### config.mk
export PLATFORM = sky130hd
export DESIGN_NAME = lpddr4_cmd_arbiter
export DESIGN_NICKNAME = d
export VERILOG_FILES = /design/src/rtl/lpddr4_cmd_arbiter_pkg.sv /design/src/rtl/lpddr4_cmd_arbiter_dfi_cmd_reg.sv /design/src/rtl/lpddr4_cmd_arbiter.sv
export SDC_FILE = /design/constraint.sdc
export NUM_CORES = 1
export LEC_CHECK = 0
export BUFFER_PORTS_ARGS = -buffer_cell sky130_fd_sc_hd__buf_2
export CAP_MARGIN = 20
export CELL_PAD_IN_SITES_DETAIL_PLACEMENT = 1
export CELL_PAD_IN_SITES_GLOBAL_PLACEMENT = 2
export CORE_AREA = 2 2 88 90
export DETAILED_ROUTE_END_ITERATION = 6
export DIE_AREA = 0 0 90 92
export PLACE_DENSITY = 0.76
export SLEW_MARGIN = 0
export SYNTH_ARGS = -nofsm -noshare
export SYNTH_HDL_FRONTEND = slang
export SYNTH_SLANG_ARGS = --single-unit
### constraint.sdc
create_clock -name sys_clk -period 1.6 [get_ports sys_clk]
set_input_delay 0 -clock sys_clk [delete_from_list [all_inputs] [get_ports sys_clk]]
set_output_delay 0 -clock sys_clk [all_outputs]
set_load 0.05 [all_outputs]
### src/rtl/lpddr4_cmd_arbiter_pkg.sv
// Shared memory-controller types: arbiter states, command payload and the
// active-low DFI command word with its NOP value and encoder.
package lpddr4_cmd_arbiter_pkg;

    // Controller-wide address and bank widths used by the shared payload type.
    localparam int MC_ADDR_W = 17;
    localparam int MC_BA_W   = 3;

    typedef enum logic [1:0] {
        IDLE = 2'd0,
        REF  = 2'd1,
        RW   = 2'd2
    } arb_state_t;

    typedef struct packed {
        logic [MC_ADDR_W-1:0] a;
        logic [MC_BA_W-1:0]   ba;
        logic                 cas;
        logic                 ras;
        logic                 we;
    } cmd_payload_t;

    typedef struct packed {
        logic cs_n;
        logic ras_n;
        logic cas_n;
        logic we_n;
    } dfi_cmd_t;

    localparam dfi_cmd_t DFI_NOP = '{cs_n: 1'b1, ras_n: 1'b1, cas_n: 1'b1, we_n: 1'b1};

    // Active-high payload command bits to a selected active-low DFI command.
    function automatic dfi_cmd_t encode_dfi_cmd(input cmd_payload_t p);
        dfi_cmd_t c;
        c.cs_n  = 1'b0;
        c.ras_n = ~p.ras;
        c.cas_n = ~p.cas;
        c.we_n  = ~p.we;
        return c;
    endfunction

endpackage

### src/rtl/lpddr4_cmd_arbiter_dfi_cmd_reg.sv
// Registered payload-to-DFI encoder. A cycle with an accepted command drives
// it onto the DFI bus one cycle later; any other cycle produces a NOP while
// address and bank keep their last values.
module lpddr4_dfi_cmd_reg
    import lpddr4_cmd_arbiter_pkg::*;
(
    input  logic                 clk,
    input  logic                 rst,
    input  logic                 issue,
    input  cmd_payload_t         cmd,
    output logic                 dfi_cs_n,
    output logic                 dfi_ras_n,
    output logic                 dfi_cas_n,
    output logic                 dfi_we_n,
    output logic [MC_ADDR_W-1:0] dfi_address,
    output logic [MC_BA_W-1:0]   dfi_bank
);

    dfi_cmd_t             dfi_cmd;
    logic [MC_ADDR_W-1:0] address;
    logic [MC_BA_W-1:0]   bank;

    // Capture the accepted command, or fall back to NOP with address/bank held.
    always_ff @(posedge clk or posedge rst) begin
        if (rst) begin
            dfi_cmd <= DFI_NOP;
            address <= '0;
            bank    <= '0;
        end else if (issue) begin
            dfi_cmd <= encode_dfi_cmd(cmd);
            address <= cmd.a;
            bank    <= cmd.ba;
        end else begin
            dfi_cmd <= DFI_NOP;
        end
    end

    assign dfi_cs_n    = dfi_cmd.cs_n;
    assign dfi_ras_n   = dfi_cmd.ras_n;
    assign dfi_cas_n   = dfi_cmd.cas_n;
    assign dfi_we_n    = dfi_cmd.we_n;
    assign dfi_address = address;
    assign dfi_bank    = bank;

endmodule

### src/rtl/lpddr4_cmd_arbiter.sv
// Refresh / bank-machine command arbiter. Refresh wins whenever the slot is
// free, but a granted read/write burst always runs to its last beat. The
// winning command goes to the PHY through a one-cycle registered DFI stage.
module lpddr4_cmd_arbiter
    import lpddr4_cmd_arbiter_pkg::*;
#(
    parameter int ADDR_W     = MC_ADDR_W,
    parameter int BA_W       = MC_BA_W,
    parameter int WAIT_CNT_W = 8
) (
    input  logic                  sys_clk,
    input  logic                  sys_rst,

    input  logic                  ref_cmd_valid,
    output logic                  ref_cmd_ready,
    input  logic                  ref_cmd_last,
    input  logic [ADDR_W-1:0]     ref_cmd_payload_a,
    input  logic [BA_W-1:0]       ref_cmd_payload_ba,
    input  logic                  ref_cmd_payload_cas,
    input  logic                  ref_cmd_payload_ras,
    input  logic                  ref_cmd_payload_we,

    input  logic                  rw_cmd_valid,
    output logic                  rw_cmd_ready,
    input  logic                  rw_cmd_last,
    input  logic [ADDR_W-1:0]     rw_cmd_payload_a,
    input  logic [BA_W-1:0]       rw_cmd_payload_ba,
    input  logic                  rw_cmd_payload_cas,
    input  logic                  rw_cmd_payload_ras,
    input  logic                  rw_cmd_payload_we,

    output logic                  dfi_cs_n,
    output logic                  dfi_ras_n,
    output logic                  dfi_cas_n,
    output logic                  dfi_we_n,
    output logic [ADDR_W-1:0]     dfi_address,
    output logic [BA_W-1:0]       dfi_bank,

    output logic                  ref_active,
    output logic [WAIT_CNT_W-1:0] ref_wait_cnt
);

    arb_state_t            state;
    arb_state_t            next_state;
    logic                  ref_hs;
    logic                  rw_hs;
    cmd_payload_t          sel_cmd;
    logic [WAIT_CNT_W-1:0] wait_cnt;

    // Readies are decoded from the registered state only, never from valids.
    assign ref_cmd_ready = (state == REF);
    assign rw_cmd_ready  = (state == RW);
    assign ref_active    = (state == REF);
    assign ref_hs        = ref_cmd_valid & ref_cmd_ready;
    assign rw_hs         = rw_cmd_valid & rw_cmd_ready;
    assign ref_wait_cnt  = wait_cnt;

    // Grant state register.
    always_ff @(posedge sys_clk or posedge sys_rst) begin
        if (sys_rst) begin
            state <= IDLE;
        end else begin
            state <= next_state;
        end
    end

    // Next-state decision; grants only change at the end of a sequence/burst.
    always_comb begin
        next_state = state;
        case (state)
            IDLE: begin
                if (ref_cmd_valid) begin
                    next_state = REF;
                end else if (rw_cmd_valid) begin
                    next_state = RW;
                end else begin
                    next_state = IDLE;
                end
            end
            REF: begin
                // The bank machines get one burst between back-to-back refreshes.
                if (ref_hs && ref_cmd_last) begin
                    if (rw_cmd_valid) begin
                        next_state = RW;
                    end else begin
                        next_state = IDLE;
                    end
                end else begin
                    next_state = REF;
                end
            end
            RW: begin
                // rw_cmd_valid is high on its own handshake, so with no refresh
                // pending the grant stays with the bank machines.
                if (rw_hs && rw_cmd_last) begin
                    if (ref_cmd_valid) begin
                        next_state = REF;
                    end else if (rw_cmd_valid) begin
                        next_state = RW;
                    end else begin
                        next_state = IDLE;
                    end
                end else begin
                    next_state = RW;
                end
            end
            default: begin
                next_state = IDLE;
            end
        endcase
    end

    // Select the payload of the stream that currently owns the slot.
    always_comb begin
        sel_cmd = '0;
        if (state == REF) begin
            sel_cmd.a   = ref_cmd_payload_a;
            sel_cmd.ba  = ref_cmd_payload_ba;
            sel_cmd.cas = ref_cmd_payload_cas;
            sel_cmd.ras = ref_cmd_payload_ras;
            sel_cmd.we  = ref_cmd_payload_we;
        end else begin
            sel_cmd.a   = rw_cmd_payload_a;
            sel_cmd.ba  = rw_cmd_payload_ba;
            sel_cmd.cas = rw_cmd_payload_cas;
            sel_cmd.ras = rw_cmd_payload_ras;
            sel_cmd.we  = rw_cmd_payload_we;
        end
    end

    // Saturating count of cycles a refresh request waits without the grant.
    always_ff @(posedge sys_clk or posedge sys_rst) begin
        if (sys_rst) begin
            wait_cnt <= '0;
        end else if (state == REF) begin
            wait_cnt <= '0;
        end else if (ref_cmd_valid && (wait_cnt != {WAIT_CNT_W{1'b1}})) begin
            wait_cnt <= wait_cnt + WAIT_CNT_W'(1);
        end else begin
            wait_cnt <= wait_cnt;
        end
    end

    lpddr4_dfi_cmd_reg u_dfi_cmd_reg (
        .clk         (sys_clk),
        .rst         (sys_rst),
        .issue       (ref_hs | rw_hs),
        .cmd         (sel_cmd),
        .dfi_cs_n    (dfi_cs_n),
        .dfi_ras_n   (dfi_ras_n),
        .dfi_cas_n   (dfi_cas_n),
        .dfi_we_n    (dfi_we_n),
        .dfi_address (dfi_address),
        .dfi_bank    (dfi_bank)
    );

endmodule

==> results of run 1 <==
## logic make-up after synthesis
family / after synthesis / share of synthesized area, %
flip-flops: 34 / 47.9
AND/OR/NAND/NOR: 28 / 8.68
AO/OA/AOI/OAI: 16 / 6.02
buffers and inverters: 13 / 4.55
adder cells (fa/ha/maj): 1 / 0.700
multiplexers: 46 / 32.1
## worst max-delay path, stage by stage, from the launching register on
cell and delay, ps:
dfrtp_1 390, nand2b_2 160, buf_4 240, mux2_2 350, mux2_4 250
## flip-flops by register name, summed over array words and instances, names as in the netlist
name,count
u_dfi_cmd_reg.dfi_ras_n,1
ref_wait_cnt,8
u_dfi_cmd_reg.dfi_we_n,1
state,2
u_dfi_cmd_reg.dfi_cas_n,1
u_dfi_cmd_reg.dfi_bank,3
u_dfi_cmd_reg.dfi_address,17
u_dfi_cmd_reg.dfi_cs_n,1
## power breakdown
group | internal [W] | switching, W | total (W)
clock | 0.000351 | 0.000298 | 0.000650
sequential | 0.00124 | 0.000185 | 0.00142
combinational | 0.00134 | 0.00212 | 0.00346
total | 0.00293 | 0.00260 | 0.00553
## layer usage
layer	vias up	GRT usage, %	wire, um
li1	702	-	-
met1	744	13.5	2030
met2	49	21.0	2410
met3	2	3.94	317
met4	0	2.31	14
met5	-	0	0
## final cells by class
class / count / area [um^2] / share of cell area [%]
clock buffer: 8 / 90.1 / 3.44
inverter: 3 / 18.8 / 0.716
multi-input combinational: 91 / 886 / 33.8
sequential: 34 / 858 / 32.7
tap: 102 / 128 / 4.87
timing repair buffer: 107 / 642 / 24.5
## worst paths after layout
path	slack, ps	from	end
max in group asynchronous	860	sys_rst	u_dfi_cmd_reg.dfi_cas_n$_DFF_PP1_
min in group asynchronous	400	sys_rst	ref_wait_cnt[5]$_DFFE_PP0P_
hold / removal	80	rw_cmd_last	state[1]$_DFF_PP0_
setup reg to reg	100	state[0]$_DFF_PP0_	u_dfi_cmd_reg.dfi_address[9]$_DFFE_PP0N_
hold reg to reg	500	u_dfi_cmd_reg.dfi_address[3]$_DFFE_PP0N_	u_dfi_cmd_reg.dfi_address[3]$_DFFE_PP0N_
setup / recovery	100	state[0]$_DFF_PP0_	u_dfi_cmd_reg.dfi_address[9]$_DFFE_PP0N_
## repair_timing
item	4_1_cts	5_1_grt
endpoints found under the setup margin	0	18
endpoints found under the hold margin	34	0
hold buffers	8	0
gates resized for setup	0	5
## stage by stage
step,util [%],cells,TNS [ps],area [um^2],setup WS [ps]
floorplan,-,138,-596,1830,-119
global placement,32.4,328,0,2410,53.1
detailed placement,32.4,328,0,2410,21.1
CTS,34.6,344,0,2580,6.84
global route,35.2,345,0,2620,35.5
finish,35.2,345,0,2620,95.1
## synth_stat cells (all sizes together) (3+ instances only)
cell type   n  share of area, %
dfrtp      30                42
o21ai       3              0.84
a21oi       5               1.4
clkbuf      3              0.63
nand2b      3               1.1
nand2       9               1.9
dfstp       4               5.9
nand4       3               1.1
inv         3              0.63
mux2       43                30
mux2i       3               1.7
buf         7               3.3
==> results by group, run 1 <==
STA
  – Count of final hold-check violations: 0
  – Relative slew slack: a little over two thirds
  – Max-slew violations: 0
  – RSZ-0062 raised after global routing: no
  – Post-route minimum period: 1500 ps
  – Clock Skews: approximately 7 ps
  – Worst slew pin tran: 453 ps
  – Final period utilization: a little over nine tenths
  – Final hold slack: 80.4 ps
  – Setup Viol. Count Final: 0
  – Max Freq: about 660 MHz

Place
  – RePlAce Congestion: slightly below 0.8
  – I/O Buffers: 86
  – DP HPWL: around 3300 um

Global route
  – Antenna violations before repair: 0
  – First-pass GRT wire length: just under 8000 um
  – All-layer global routing usage: a little under an eighth
  – Pin count of the biggest net entering global routing: 35
  – Vias in the first global route: around 1,600
  – GRT Residual Overflow: 0

Die
  – Row count: 32
  – Initial Util: a little under a quarter
  – Die extent in x: around 90 um
  – Die area: 8280 um^2
  – I/O pin count: 87
  – Core footprint: 7450 um^2
  – Die span in y: just over 90 um

Finish
  – FILL cells: 880
  – Final net count: roughly 300
  – Diodes inserted: 0
  – Most frequent cells in the layout: 86 x buf_2, 28 x dfrtp_1, 27 x mux2_2, 16 x mux2_4, 10 x buf_4
  – Share of layout cells above drive strength 1: 65.8%
  – Area growth, synth to finish: 46.8%
  – Commonest non-fill, non-tap cell in the layout: buf_2

Synthesis
  – Post-synthesis sequential area ratio: between 40 and 50%
  – Main synth FF type: dfrtp_1
  – Synth async-reset ratio: between 90% and 100%
  – Post-Syn Nets: ~190
  – Number of synthesized flops with an enable pin: 0
  – Mapped Area: 1790 um^2
  – Mapped Avg Cell Area: approximately 13 um^2
  – Mapped Cells: ~140
  – Synth warn: 0
  – Number of synthesized register bits: 34
  – Yosys cell types: 32

Worst setup path
  – Critical Path AT: 1670 ps
  – Crit. End Element: flop
  – R2R depth: 4
  – CP Data Required Time: about 1800 ps
  – Worst-path maximum fanout: 15
  – Startpoint Class: flop
  – Kind of critical path: reg -> reg

Detailed routing
  – Vias per cell: about 4.3
  – Final antenna-violating net count: 0
  – DRC violations left: 0
  – First-pass DRT Iterations: 4
  – Initial DRC Count: 28
  – WL/cell: approximately 14 um
  – Final Routed Wirelength: roughly 4800 um
  – Via Count: 1,497

Clock tree
  – CTS buffer count: 5
  – CTS Buffer Depth: 2
  – # Post-CTS Setup Buffers: 0
  – Clock latency on the worst-skew pair: about 280 ps
  – CTS Root Cell: clkbuf_8
  – CTS sink count: 34
  – Clock transition at path regs: 70 ps
  – CTS tree: yes
  – CTS H-tree lvls: 2

Power
  – Pwr Density: ~2100 nW/um^2
  – Pleak: 1.27 nW
  – Overall power: 0.00553 W
  – Worst vdd ir: roughly 0.00084 V

Run status
  – Status: complete, no violations

Flow run
  – Max-Cap Viols: 0

Min path
  – Worst hold path depth: 3
  – HP Class: in -> reg
(Power assumes the default switching activity.)
==> run 2: changes to the inputs <==
==> constraint.sdc (replaced) <==
create_clock -name sys_clk -period 1.33 [get_ports sys_clk]
set_input_delay 0 -clock sys_clk [delete_from_list [all_inputs] [get_ports sys_clk]]
set_output_delay 0 -clock sys_clk [all_outputs]
set_load 0.05 [all_outputs]
==> run 2 against run 1 <==
Compared with the run above:
- via count up 5.4%
- the flow now finishes with violations (negative setup slack)
- clock-buffer cell count down 2
- cell area up 9.4%
- cell count up 4.1%
- global-route usage up 1.2 points
- sequential share of layout area down 2.7 points
==> results by group, run 2 (synthesis results as in run 1) <==
STA
  – Count of final hold-check violations: 0
  – Final period utilization: 112%
  – Worst setup margin: -154 ps
  – Setup Viol. Count Final: 28
  – Post-route minimum period: about 1500 ps
  – Setup Total Neg Slack: -3170 ps
  – Relative slew slack: slightly above 70%
  – Max Freq: 674 MHz
  – Worst slew pin tran: a little over 400 ps
  – Max-slew violations: 0
  – RSZ-0062 raised after global routing: yes
  – Clock Skews: 5.65 ps

Place
  – RePlAce Congestion: 0.753
  – Post-DP Area: approximately 2500 um^2
  – DP Worst Slack: -174 ps
  – DP Cell Count: roughly 340
  – I/O Buffers: 86
  – DP HPWL: 3470 um

Finish
  – Share of layout cells above drive strength 1: around 70%
  – FILL cells: approximately 860
  – Commonest non-fill, non-tap cell in the layout: buf_2
  – Register area: 861 um^2
  – Fin area: between 2000 and 3000 um^2
  – Diodes inserted: 0
  – Final Non-Filler Cells: 359
  – Final net count: 309
  – Max FFs per register: 17
  – Area growth, synth to finish: 60.6%
  – Most frequent cells in the layout: 83 x buf_2, 26 x mux2_4, 26 x dfrtp_1, 21 x buf_4, 17 x mux2_2
  – Multi-input gate area: around 960 um^2

Die
  – Die area: 8280 um^2
  – Initial Util: between 20% and 30%
  – Core footprint: 7450 um^2
  – Die extent in x: around 90 um
  – Die span in y: between 90 and 100 um
  – Row count: 32
  – I/O pin count: a little under 90

Detailed routing
  – First-pass DRT Iterations: 3
  – DRC violations left: 0
  – WL/cell: around 14 um
  – Final Routed Wirelength: approximately 5000 um
  – Initial DRC Count: 23
  – Via Count: 1,578
  – Final antenna-violating net count: 0
  – Vias per cell: 4.40

Worst setup path
  – Critical path depth: 5
  – Setup crit end: u_dfi_cmd_reg.dfi_address[13]$_DFFE_PP0N_
  – Critical Path AT: between 1500 and 2000 ps
  – CP Launch Point: state[1]$_DFF_PP0_
  – Reg2reg end: u_dfi_cmd_reg.dfi_address[13]$_DFFE_PP0N_
  – WP buf/inv: 2
  – CP top delay family: flip-flops
  – Worst-path maximum fanout: 10
  – Crit. End Element: flop
  – FF-to-FF setup slack: -150 ps
  – Slowest CP cell: dfrtp_1
  – Kind of critical path: reg -> reg
  – CP cell instances: buf_4, nor2b_4, a22o_4, buf_12, mux2_4
  – Max stage delay on crit path: ~390 ps
  – Worst r2r src: state[1]$_DFF_PP0_
  – R2R depth: 5
  – Startpoint Class: flop
  – CP Data Required Time: 1500 ps

Global route
  – Antenna violations before repair: 0
  – First-pass GRT wire length: between 8000 and 9000 um
  – Pin count of the biggest net entering global routing: 22
  – All-layer global routing usage: around an eighth
  – Vias in the first global route: approximately 1,700
  – GRT Residual Overflow: 0

Power
  – Sw Ratio: 45.8%
  – Overall power: 0.00725 W
  – Pleak: ~1.4 nW
  – Pwr Density: approximately 2500 nW/um^2
  – Combinational power share: about two thirds
  – Sequential share of power: approximately a quarter
  – Internal power: roughly 0.004 W
  – Clock power share: between 10% and 20%
  – P_sw: about 0.0033 W
  – Worst vdd ir: just under 0.0009 V

Clock tree
  – CTS H-tree lvls: 2
  – CTS Root Cell: clkbuf_8
  – CTS buffer count: 5
  – CTS sink count: 34
  – CTS Buffer Depth: 2
  – Clock latency on the worst-skew pair: 280 ps
  – CTS tree: yes
  – Clock transition at path regs: roughly 80 ps

Run status
  – Status: finished, violations left
  – Failing checks: negative setup slack

Flow run
  – Max-Cap Viols: 0

Min path
  – HP Class: in -> reg
-- run 2: changes by cell type in the layout (fill, tap and decap cells not counted), sizes merged --
cell / change
clkinv: +1
clkbuf: -2
buf: +14
clkinvlp: +1
-- run 2: how the worst min path moves through the flow --
stage                              start                                        end  slack, ps  cells after the start
floorplan                   rw_cmd_valid                         state[1]$_DFF_PP0_        130                      1
global placement                 sys_rst      u_dfi_cmd_reg.dfi_bank[2]$_DFFE_PP0N_         10                      2
detailed placement               sys_rst      u_dfi_cmd_reg.dfi_bank[2]$_DFFE_PP0N_         20                      2
CTS                         ref_cmd_last                         state[0]$_DFF_PP0_         40                      3
global route        rw_cmd_payload_a[11]  u_dfi_cmd_reg.dfi_address[11]$_DFFE_PP0N_         60                      3
finish                      ref_cmd_last                         state[0]$_DFF_PP0_         50                      3
-- run 2: area by class of cell --
class | instances | share of cell area [%]
inverter | 3 | 0.654
multi-input combinational | 91 | 33.3
sequential | 34 | 30.0
timing repair buffer | 121 | 28.3
clock buffer | 6 | 2.88
tap | 102 | 4.45
clock inverter | 2 | 0.436
-- run 2: metrics by stage --
stage          hold slack (ps)  util [%]
6_report                  53.6      38.5
5_1_grt                   59.6      38.5
4_1_cts                   38.2      37.8
3_5_place_dp              23.0      34.0
3_3_place_gp              14.3      34.0
2_1_floorplan              133         -
-- run 2: what timing repair did --
action,4_1_cts,5_1_grt
gates resized for setup,16,11
hold buffers,8,0
setup buffers,2,0
pin swaps,4,4
endpoints found under the hold margin,10,0
gates cloned,1,1
endpoints found under the setup margin,33,34
-- run 2: layer usage --
metal	share of wire (%)	routed length, um	global-route usage (%)	up-vias
met5	0	0	0	-
met4	1.3	64	4.23	0
met3	5.3	270	3.45	6
met2	52	2660	22.8	55
met1	41	2110	15.1	785
li1	-	-	-	732
-- run 2: worst reg2reg max path, delay by kind of cell (launching register included) --
| kind | cells | cell delay, ps |
|---|---|---|
| buffers and inverters | 2 | 300 |
| DFF | 1 | 390 |
| AOI/OAI and AO/OA | 1 | 260 |
| and+or+nand+nor | 1 | 120 |
| muxes | 1 | 300 |
-- run 2: power by group through the flow --
stage	registers [W]	clock network [W]	logic (W)
detailed placement	0.00172	0	0.00434
global placement	0.00171	0	0.00428
global route	0.00178	0.000913	0.00500
CTS	0.00172	0.000866	0.00464
finish	0.00170	0.000820	0.00473
floorplan	0.00313	0	0.00198
